===== config.mk =====
export PLATFORM = sky130hd
export DESIGN_NAME = noc_router_rr
export DESIGN_NICKNAME = d
export VERILOG_FILES = /design/src/rtl/noc_router_rr.sv
export SDC_FILE = /design/constraint.sdc
export NUM_CORES = 1
export LEC_CHECK = 0
export CAP_MARGIN = 20
export CORE_MARGIN = 2
export CORE_UTILIZATION = 45
export DETAILED_ROUTE_END_ITERATION = 7
export DONT_BUFFER_PORTS = 1
export PLACE_DENSITY_LB_ADDON = 0.15
export SETUP_SLACK_MARGIN = 0.4
export SLEW_MARGIN = 20
export SYNTH_ARGS = -nofsm -noshare
export SYNTH_HDL_FRONTEND = slang
export SYNTH_SLANG_ARGS = --single-unit
export TNS_END_PERCENT = 5

===== constraint.sdc =====
create_clock -name clk -period 8.4 [get_ports clk]
set_clock_uncertainty 0.1 [all_clocks]
set_input_delay 0.84 -clock clk [delete_from_list [all_inputs] [get_ports clk]]
set_output_delay 0.84 -clock clk [all_outputs]
set_load 0.05 [all_outputs]

===== src/rtl/noc_router_rr.sv =====
// noc_router_rr: 5-port (N,S,E,W,L) single-flit mesh router, XY routing.
//  - Per-input FIFO (FIFO_DEPTH entries). A write that arrives while the FIFO is full
//    is dropped and sets a sticky ovf_err bit.
//  - Per-output round-robin arbiter. The arbiter is gated by a saturating credit counter.
//  - out_data/out_valid/in_credit_o are registered. The minimum latency from in_valid
//    to out_valid is 2 cycles.
// Ports:
//  clk, rst (async, active low)
//  in_data[5*DATA_W], in_valid[5]           : flits in, port p at [p*DATA_W +: DATA_W]
//  in_credit_o[5]                           : pulse when a flit leaves input FIFO p
//  out_data[5*DATA_W], out_valid[5]         : flits out, same slicing
//  out_credit_i[5]                          : credit return from downstream
//  ovf_err[5]                               : sticky input overflow flags
//  stat_sel[3], stat_cnt[16]                : per-output flit counter readback
// Optional: define ROUTER_STATS_EN to build the per-output flit counters.
//           Without it, stat_cnt is tied to 0.

module noc_rr_fifo #(
  parameter int DATA_W = 16,
  parameter int DEPTH  = 4
) (
  input  logic              clk,
  input  logic              rst,
  input  logic              i_wr,
  input  logic [DATA_W-1:0] i_wdata,
  input  logic              i_pop,
  output logic [DATA_W-1:0] o_head,
  output logic              o_empty,
  output logic              o_ovf
);
  localparam int AW = $clog2(DEPTH);

  logic [DATA_W-1:0] r_mem [DEPTH];
  logic [AW:0]       r_wp, r_rp;
  logic [AW:0]       w_cnt;
  logic              w_full, w_wr_ok;
  logic              r_ovf;

  assign w_cnt   = r_wp - r_rp;
  assign w_full  = (w_cnt == (AW+1)'(DEPTH));
  assign o_empty = (w_cnt == '0);
  // A pop in the same cycle frees the slot, so a write to a full FIFO is still taken.
  assign w_wr_ok = i_wr & (~w_full | i_pop);
  assign o_head  = r_mem[r_rp[AW-1:0]];
  assign o_ovf   = r_ovf;

  always_ff @(posedge clk or negedge rst) begin
    if (!rst) begin
      r_wp  <= '0;
      r_rp  <= '0;
      r_ovf <= 1'b0;
    end else begin
      if (w_wr_ok)          r_wp  <= r_wp + 1'b1;
      if (i_pop)            r_rp  <= r_rp + 1'b1;
      if (i_wr && !w_wr_ok) r_ovf <= 1'b1;
    end
  end

  always_ff @(posedge clk) begin
    if (w_wr_ok) r_mem[r_wp[AW-1:0]] <= i_wdata;
  end
endmodule

module noc_router_rr #(
  parameter int DATA_W     = 16,
  parameter int COORD_W    = 4,
  parameter int XCOORD     = 0,
  parameter int YCOORD     = 0,
  parameter int FIFO_DEPTH = 4,
  parameter int CREDITS    = 4
) (
  input  logic                clk,
  input  logic                rst,
  input  logic [5*DATA_W-1:0] in_data,
  input  logic [4:0]          in_valid,
  output logic [4:0]          in_credit_o,
  output logic [5*DATA_W-1:0] out_data,
  output logic [4:0]          out_valid,
  input  logic [4:0]          out_credit_i,
  output logic [4:0]          ovf_err,
  input  logic [2:0]          stat_sel,
  output logic [15:0]         stat_cnt
);
  localparam int NP = 5;
  localparam int CW = $clog2(CREDITS + 1);
  localparam logic [COORD_W-1:0] XC = COORD_W'(XCOORD);
  localparam logic [COORD_W-1:0] YC = COORD_W'(YCOORD);

  logic [NP-1:0][DATA_W-1:0] w_in, w_head, w_gdata;
  logic [NP-1:0]             w_empty, w_pop, w_ovf, w_send;
  logic [NP-1:0][2:0]        w_route, w_nptr;
  logic [NP-1:0][NP-1:0]     w_req, w_gnt;   // [output][input]

  logic [NP-1:0][2:0]        r_ptr;
  logic [NP-1:0][CW-1:0]     r_cred;
  logic [NP-1:0][DATA_W-1:0] r_out_data;
  logic [NP-1:0]             r_out_valid, r_credit_o;

  // XY order: resolve X first, then Y. Equal in both dimensions means local.
  function automatic logic [2:0] route_of(input logic [DATA_W-1:0] f);
    logic [COORD_W-1:0] x, y;
    x = f[COORD_W-1:0];
    y = f[2*COORD_W-1:COORD_W];
    if (x > XC)      return 3'd2;
    else if (x < XC) return 3'd3;
    else if (y > YC) return 3'd0;
    else if (y < YC) return 3'd1;
    else             return 3'd4;
  endfunction

  // The first requester found when searching upward from ptr, wrapping mod 5.
  function automatic logic [NP-1:0] rr_pick(input logic [NP-1:0] req, input logic [2:0] ptr);
    logic [NP-1:0] g;
    logic          done;
    int            idx;
    g    = '0;
    done = 1'b0;
    for (int k = 0; k < NP; k++) begin
      idx = (int'(ptr) + k) % NP;
      if (!done && req[idx]) begin
        g[idx] = 1'b1;
        done   = 1'b1;
      end
    end
    return g;
  endfunction

  assign w_in = in_data;

  for (genvar p = 0; p < NP; p++) begin : g_in
    noc_rr_fifo #(.DATA_W(DATA_W), .DEPTH(FIFO_DEPTH)) u_fifo (
      .clk     (clk),
      .rst     (rst),
      .i_wr    (in_valid[p]),
      .i_wdata (w_in[p]),
      .i_pop   (w_pop[p]),
      .o_head  (w_head[p]),
      .o_empty (w_empty[p]),
      .o_ovf   (w_ovf[p])
    );
    assign w_route[p] = route_of(w_head[p]);
  end

  for (genvar o = 0; o < NP; o++) begin : g_out
    for (genvar i = 0; i < NP; i++) begin : g_req
      assign w_req[o][i] = ~w_empty[i] & (w_route[i] == 3'(o));
    end
    assign w_gnt[o]  = (r_cred[o] != '0) ? rr_pick(w_req[o], r_ptr[o]) : '0;
    assign w_send[o] = |w_gnt[o];
  end

  // Each input requests only one output, so at most one grant row hits any input.
  always_comb begin
    w_pop   = '0;
    w_gdata = '0;
    w_nptr  = r_ptr;
    for (int o = 0; o < NP; o++) begin
      for (int i = 0; i < NP; i++) begin
        if (w_gnt[o][i]) begin
          w_pop[i]   = 1'b1;
          w_gdata[o] = w_head[i];
          w_nptr[o]  = (i == NP-1) ? 3'd0 : 3'(i + 1);
        end
      end
    end
  end

  always_ff @(posedge clk or negedge rst) begin
    if (!rst) begin
      r_ptr       <= '0;
      r_out_valid <= '0;
      r_out_data  <= '0;
      r_credit_o  <= '0;
      for (int o = 0; o < NP; o++) r_cred[o] <= CW'(CREDITS);
    end else begin
      r_out_valid <= w_send;
      r_credit_o  <= w_pop;
      for (int o = 0; o < NP; o++) begin
        if (w_send[o]) begin
          r_out_data[o] <= w_gdata[o];
          r_ptr[o]      <= w_nptr[o];
        end
        // A send and a returned credit in the same cycle cancel out.
        // A credit beyond CREDITS is ignored.
        case ({w_send[o], out_credit_i[o]})
          2'b10:   r_cred[o] <= r_cred[o] - 1'b1;
          2'b01:   if (r_cred[o] != CW'(CREDITS)) r_cred[o] <= r_cred[o] + 1'b1;
          default: ;
        endcase
      end
    end
  end

  assign out_valid   = r_out_valid;
  assign out_data    = r_out_data;
  assign in_credit_o = r_credit_o;
  assign ovf_err     = w_ovf;

`ifdef ROUTER_STATS_EN
  logic [NP-1:0][15:0] r_stat;
  logic [15:0]         r_stat_cnt;

  // The counter advances on the grant edge, the same edge that raises out_valid.
  // The readback therefore shows the new count one cycle after that out_valid.
  always_ff @(posedge clk or negedge rst) begin
    if (!rst) begin
      r_stat     <= '0;
      r_stat_cnt <= '0;
    end else begin
      for (int o = 0; o < NP; o++)
        if (w_send[o] && r_stat[o] != 16'hFFFF) r_stat[o] <= r_stat[o] + 16'd1;
      r_stat_cnt <= (stat_sel < 3'd5) ? r_stat[stat_sel] : 16'd0;
    end
  end
  assign stat_cnt = r_stat_cnt;
`else
  logic w_unused_stat_sel;
  assign w_unused_stat_sel = ^stat_sel;
  assign stat_cnt = 16'd0;
`endif
endmodule


==> metrics, run 1 <==
n_diodes=0; die height=~240 um; share of layout cells above drive strength 1=13.3%; YS warnings=0; Final TNS setup=0 ns; DRT Pass-1 Iters=8; Tightest Pin Transition=1.09 ns; Detailed Place HPWL=around 50,000 um; setup bufs post-CTS=0; relative slew slack=~27%; synthesis-stage register bit count=approximately 430; CP Class=register to register; Simple-Gate Fraction of Synth Area=11.2%; Max Root-Sink Buffers=3; adder-cell share of the synthesized area=6.80%; FFs w/ async S/R, synth=about 25%; Post-synth EDFFs=320; post-DR wirelength/cell=around 24 um; Clock Sink Count=about 430; clock root cell=clkbuf_16; ys flop type=edfxtp_1; first-pass GRT wire length=~100,000 um; GRT Overall Usage=about a quarter; RSZ-0062 raised after global routing=no; commonest non-fill, non-tap cells in the layout=edfxtp_1 (320), ha_1 (126), nor2_1 (119), nand2_1 (110), dfrtp_1 (106); largest net degree at the start of global routing=about 110; Final Wtd Congestion=around 0.91; fill cell count=around 4,700; commonest non-fill, non-tap cell in the layout=edfxtp_1; outcome=finished, final reports clean; Max Cap Viol=0; GRT overflow=0; Final Cycle Share=between 80% and 90%; initial antenna violation count=0; Setup crit end kind=register; CTS tree=yes; CP Data Required Time=8.80 ns; FMAX=around 130 MHz; clk_lat worst skew=0.60 ns; total CTS buffers=45; Clock transition at path regs=around 0.060 ns; fin area=0.0270 mm2; core area=around 0.054 mm2; vias=roughly 17,000; number of global-route vias before repair=around 17,000; Seq/Total Area, Yosys=between 50% and 60%; Routed Antenna Nets=0; Mapped Area=between 0.02 and 0.025 mm2; Finish-stage setup viols=0; mux cell area share after synthesis=under 10%; Syn Inst Count=just over 2,000; Synth Area in XOR/XNOR=under 10%; area post-placement=0.0254 mm2; Layout Nets=between 2,000 and 2,500; main combinational cell family by area after synthesis=compound AO/OA/AOI/OAI gates; Die W=approximately 240 um; H-tree depth=2; Synth Area per Inst=about 12 um2; Slew Limit Fails=0; DRC=0; port bufs=0; Cell variety after synth=just under 100; Synth Area in Compound Gates=15.8%; fin crit period=around 7.5 ns; final wirelength=68,000 um; CP Launch Type=register; Initial Utilization=between 40% and 50%; Iter 0 DRT Violations=around 1,600; die area=roughly 0.057 mm2; area grow syn2layout=9.40%; FP Rows=85; type of the most critical hold path=input pin to async pin; num ports=slightly above 200; Final Hold Vio Count=0; Via density=about 6.2; Worst Path Arrival=7.87 ns; crit-path max FO=10
[flip-flops by register name, indices dropped and copies added (netlist names)]
register           flops
g_in.u_fifo.r_mem    320
out_data              48
g_in.u_fifo.r_rp      15
g_in.u_fifo.r_wp      15
r_cred                 9
r_ptr                  9
g_in.u_fifo.o_ovf      5
in_credit_o            5
out_valid              3
[path summary, 6_finish.rpt]
check,start,endpoint,slack (ns),cells after the start
max,r_ptr[0]$_DFFE_PN0P_,r_cred[2]$_DFFE_PN1P_,0.93,25
min,rst,r_ptr[6]$_DFFE_PN0P_,0.11,1
max reg2reg,r_ptr[0]$_DFFE_PN0P_,r_cred[2]$_DFFE_PN1P_,0.93,25
min reg2reg,g_in[4].u_fifo.r_wp[2]$_DFFE_PN0P_,g_in[4].u_fifo.r_wp[2]$_DFFE_PN0P_,0.39,1
max in group asynchronous,rst,r_cred[2]$_DFFE_PN1P_,7.47,1
min in group clk,in_data[6],g_in[0].u_fifo.r_mem[1][6]$_DFFE_PP_,0.23,0
[timing repair]
item	CTS	global route
setup endpoints to repair	0	162
endpoints found under the hold margin	107	0
resized for setup	0	6
hold buffers	2	0
[area by class of cell]
cell class | instances | area (um2) | area share [%]
timing repair buffer | 65 | 510 | 1.89
inverter | 97 | 364 | 1.35
clock inverter | 23 | 297 | 1.10
clock buffer | 59 | 1190 | 4.41
tap | 696 | 871 | 3.23
sequential | 429 | 12300 | 45.8
multi-input combinational | 1424 | 11400 | 42.3
[per-layer routing]
layer	vias to the layer above	part of all wire [%]	GRT usage [%]	routed length, um
li1	7926	-	-	-
met1	8769	42	31.2	28500
met2	603	49	40.3	33100
met3	81	7.6	6.02	5150
met4	0	1.9	5.61	1260
met5	-	0	0	0
[logic make-up (layout without fill, tap and decap cells)]
kind of cell	after synthesis	after routing
AOI/OAI and AO/OA	536	536
xor gates and xnor gates	60	60
adders and majority gates	131	131
buffers and inverters	246	244
DFF	429	429
muxes	124	124
other	1	50
and+or+nand+nor	523	523
[Yosys cell counts, types with 18 or more instances]
library cell / instances / share of area (%)
edfxtp_1: 320 / 39
ha_1: 126 / 6.4
nor2_1: 119 / 1.8
nand2_1: 110 / 1.7
dfrtp_1: 106 / 11
inv_1: 90 / 1.4
mux4_2: 81 / 7.4
o21ai_0: 71 / 1.4
a21oi_1: 68 / 1.4
clkbuf_1: 67 / 1.0
buf_4: 56 / 1.7
a31oi_1: 48 / 1.2
nor3_1: 42 / 0.85
xnor2_1: 42 / 1.5
and2_1: 40 / 1.0
a22oi_1: 39 / 1.2
nand3_1: 37 / 0.75
a21o_1: 32 / 0.97
and3_1: 28 / 0.71
mux2i_1: 27 / 1.1
a222oi_1: 24 / 0.97
o211ai_1: 22 / 0.67
nor2b_1: 20 / 0.51
o31ai_1: 20 / 0.61
a211oi_1: 18 / 0.55
o21a_1: 18 / 0.55
[worst max-delay path, stage by stage (launching register included)]
cell	delay, ns
dfrtp_1	0.38
inv_1	0.08
ha_1	0.34
inv_1	0.18
ha_1	0.39
clkinv_1	0.27
ha_1	0.33
nor3_1	0.41
nor3_1	0.10
or2_2	0.34
ha_1	0.25
nor2b_1	0.26
o32ai_2	0.16
xnor2_2	0.38
mux2i_1	0.15
a221oi_2	0.44
nor2_1	0.11
a311oi_1	0.39
o41ai_2	0.16
or3_4	0.38
nor3_4	0.40
nand2_1	0.12
fa_1	0.42
or2_2	0.30
mux2_1	0.29
mux2_2	0.26
[stage by stage]
stage | worst slack, ns | hold slack, ns | std cells | utilization (%)
floorplan | 0.837 | 0.329 | 2099 | -
global placement | 0.826 | 0.377 | 2709 | 47.1
detailed placement | 0.665 | 0.379 | 2709 | 47.1
CTS | 0.662 | 0.124 | 2793 | 49.9
global route | 0.475 | 0.147 | 2793 | 49.9
finish | 0.930 | 0.112 | 2793 | 49.9
Power of run 1 is left out: the tool's default activity adds up to more than one toggle a clock period on the data nets, which glitch-free logic cannot reach.
==> run 2: changes to the inputs <==
--- a/config.mk
+++ b/config.mk
@@ -15,5 +15,6 @@
 export SLEW_MARGIN = 20
 export SYNTH_ARGS = -nofsm -noshare
 export SYNTH_HDL_FRONTEND = slang
+export SYNTH_HIERARCHICAL = 1
 export SYNTH_SLANG_ARGS = --single-unit
 export TNS_END_PERCENT = 5
==> run 2 against run 1 <==
  * Global-route usage up 0.26 points
  * Worst setup slack better by 0.19 ns
  * Design area is 1.3% higher
  * Largest cell class unchanged
==> metrics, run 2 <==
outcome=finished, final reports clean; area grow syn2layout=9.42% (about the same); commonest non-fill, non-tap cells in the layout=edfxtp_1 (320), nand2_1 (131), ha_1 (124), dfrtp_1 (106), nor2_1 (102); Slowest-stage cell, CP=and3_1; Detailed Place HPWL=50,800 um (+2.5%); CP Launch Type=register; GRT overflow=0 (unchanged); Cell variety after synth=108 (+9.1%); number of global-route vias before repair=17,200 (+1.2%); clock root cell=clkbuf_16; Die W=240 um (+0.65%); Tightest Pin Transition=1.13 ns (+0.0391 ns); max reg flops=320 (unchanged); CP Data Required Time=8.51 ns (-0.29 ns); crit-path max FO=16 (+6); core area=0.0550 mm2 (+1.8%); Via density=6.11 (-1.8%); Synth area leaders=edfxtp_1 (38%), dfrtp_1 (11%), mux4_2 (7.2%); FFs w/ async S/R, synth=25.4% (unchanged); Clock Sink Count=429 (unchanged); post-layout worst setup margin=1.12 ns (+0.192 ns); setup slack, reg-to-reg=1.12 ns (+0.19 ns); largest area contributor in the netlist=edfxtp_1; FF+latch area=0.0123 mm2 (unchanged); hold slack=0.0334 ns (-0.0789 ns); Max Root-Sink Buffers=3 (unchanged); RSZ-0062 raised after global routing=no; Multi-input gate area=0.0116 mm2 (+2.0%); Layout Nets=2,343 (+2.4%); Final TNS setup=0 ns (unchanged); fill cell count=4,797 (+3.2%); FMAX=137 MHz (+2.6%); total CTS buffers=47 (+4.4%); Synth Area per Inst=11.9 um2 (-1.2%); share of layout cells above drive strength 1=13.2% (-0.058 points); Max Cap Viol=0 (unchanged); final wirelength=69,800 um (+2.6%); fin crit period=7.28 ns (-0.192 ns); FP Rows=86 (+1.2%); DRT Pass-1 Iters=6 (-2); Setup crit end kind=register; Final Wtd Congestion=0.923 (+1.6%); Final Hold Vio Count=0 (unchanged); YS warnings=6 (+6); Worst Path Arrival=7.39 ns (-0.48 ns); Seq/Total Area, Yosys=49.4% (-0.65 points); Slew Limit Fails=0 (unchanged); DRC=0 (unchanged); Final Cycle Share=86.6% (-2.3 points); Initial Utilization=45.4% (-0.20 points); Mapped Area=0.0250 mm2 (+1.3%); Clock transition at path regs=0.06 ns (about the same); r2r endpoint=g_in[3].u_fifo/r_mem[3][3]$_DFFE_PP_; vias=17,800 (+2.2%); commonest non-fill, non-tap cell in the layout=edfxtp_1; post-DR wirelength/cell=24.0 um (-1.5%); most frequent cell after synthesis=edfxtp_1; initial antenna violation count=0 (unchanged); Routed Antenna Nets=0 (unchanged); Finish-stage setup viols=0 (unchanged); Cell Chain, Critical Path=inv_1, ha_1, inv_1, ha_1, inv_1, ha_1, nor3_1, nor3_1, or2_2, ha_1, nor2b_1, o32a_1, xnor2_1, mux2i_1, nor3b_1, nand4_1, o211ai_1, or2_2, inv_1, nand3_1, nor2_1, nand2_1, and3_1; Syn Inst Count=2,102 (+2.5%); slowest stage delay, CP=0.77 ns (+0.33 ns); die area=0.0574 mm2 (+1.3%); top cell type's share of synthesized area=38.5% (-0.51 points); die height=240 um (+0.65%); CP Class=register to register; reg2reg start=r_ptr[0]$_DFFE_PN0P_; first-pass GRT wire length=106,000 um (+2.0%); Iter 0 DRT Violations=1,713 (+6.5%); n_diodes=0 (unchanged); ys flop type=edfxtp_1; CTS tree=yes; clk_lat worst skew=0.61 ns (about the same); synthesis-stage register bit count=429 (unchanged); num ports=206 (unchanged); Post-synth EDFFs=320 (unchanged); type of the most critical hold path=input pin to async pin; GRT Overall Usage=24.2% (+0.26 points); most frequent cells after synthesis=edfxtp_1 (320), nand2_1 (131), ha_1 (124); Place WS=1.23 ns (+0.560 ns); FF-to-FF path depth=23 (-8.0%); largest net degree at the start of global routing=108 (unchanged); H-tree depth=2 (unchanged); relative slew slack=24.0% (-3.0 points); port bufs=0 (unchanged); setup bufs post-CTS=0 (unchanged)
run 2: routing by layer:
layer / vias up / part of all wire [%] / track usage, %
met5: - / 0 / 0
met4: 0 / 3.1 / 7.73
met3: 126 / 7.5 / 5.68
met2: 595 / 48 / 39.5
met1: 8915 / 41 / 31.9
li1: 8125 / - / -
run 2: logic make-up after synthesis:
family	after synthesis	share of synthesized area, %
muxes	133	9.51
buffers and inverters	250	4.79
AOI/OAI and AO/OA	507	14.9
DFF	429	49.4
and+or+nand+nor	592	12.6
adders and majority gates	128	6.53
xor gates and xnor gates	62	2.26
other	1	0.0150
run 2: timing repair:
action | in CTS | in global routing
endpoints found under the setup margin | 0 | 0
resized for setup | 0 | 0
endpoints found under the hold margin | 107 | 0
hold buffers | 2 | 0
run 2: area by class of cell:
| type | count | share of cell area, % |
|---|---|---|
| Clock inverter | 28 | 1.10 |
| Clock buffer | 60 | 4.52 |
| Sequential cell | 429 | 45.1 |
| Inverter | 109 | 1.50 |
| Timing Repair Buffer | 61 | 1.76 |
| Multi-Input combinational cell | 1472 | 42.6 |
| Tap cell | 748 | 3.42 |
run 2: critical path: cells and delay by family (launching register included):
| family | cells | cell delay, ns |
|---|---|---|
| AOI/OAI and AO/OA | 2 | 0.61 |
| xor gates and xnor gates | 1 | 0.47 |
| adders and majority gates | 4 | 1.33 |
| buffers and inverters | 4 | 0.58 |
| DFF | 1 | 0.37 |
| muxes | 1 | 0.18 |
| and+or+nand+nor | 11 | 3.24 |
run 2: how the worst max path moves through the flow:
stage / startpoint / end / slack, ns / cells past startpoint
4_1_cts: r_ptr[0]$_DFFE_PN0P_ / g_in[3].u_fifo/r_mem[3][1]$_DFFE_PP_ / 1.20 / 23
3_3_place_gp: r_ptr[0]$_DFFE_PN0P_ / g_in[3].u_fifo/r_mem[3][10]$_DFFE_PP_ / 1.34 / 23
6_report: r_ptr[0]$_DFFE_PN0P_ / g_in[3].u_fifo/r_mem[3][3]$_DFFE_PP_ / 1.12 / 23
3_5_place_dp: r_ptr[0]$_DFFE_PN0P_ / g_in[3].u_fifo/r_mem[3][6]$_DFFE_PP_ / 1.23 / 23
2_1_floorplan: r_ptr[0]$_DFFE_PN0P_ / g_in[4].u_fifo/r_mem[3][0]$_DFFE_PP_ / 0.76 / 26
5_1_grt: r_ptr[0]$_DFFE_PN0P_ / g_in[3].u_fifo/r_mem[3][3]$_DFFE_PP_ / 0.65 / 23
run 2: per-stage QoR:
| stage | cells | cell area, um2 | util [%] |
|---|---|---|---|
| final | 2907 | 27300 | 49.7 |
| after global routing | 2907 | 27300 | 49.7 |
| after CTS | 2907 | 27300 | 49.7 |
| after detailed placement | 2817 | 25800 | 46.9 |
| after global placement | 2817 | 25800 | 46.9 |
| after floorplan | 2151 | 25200 | - |
Power of run 2 is left out for the same reason.
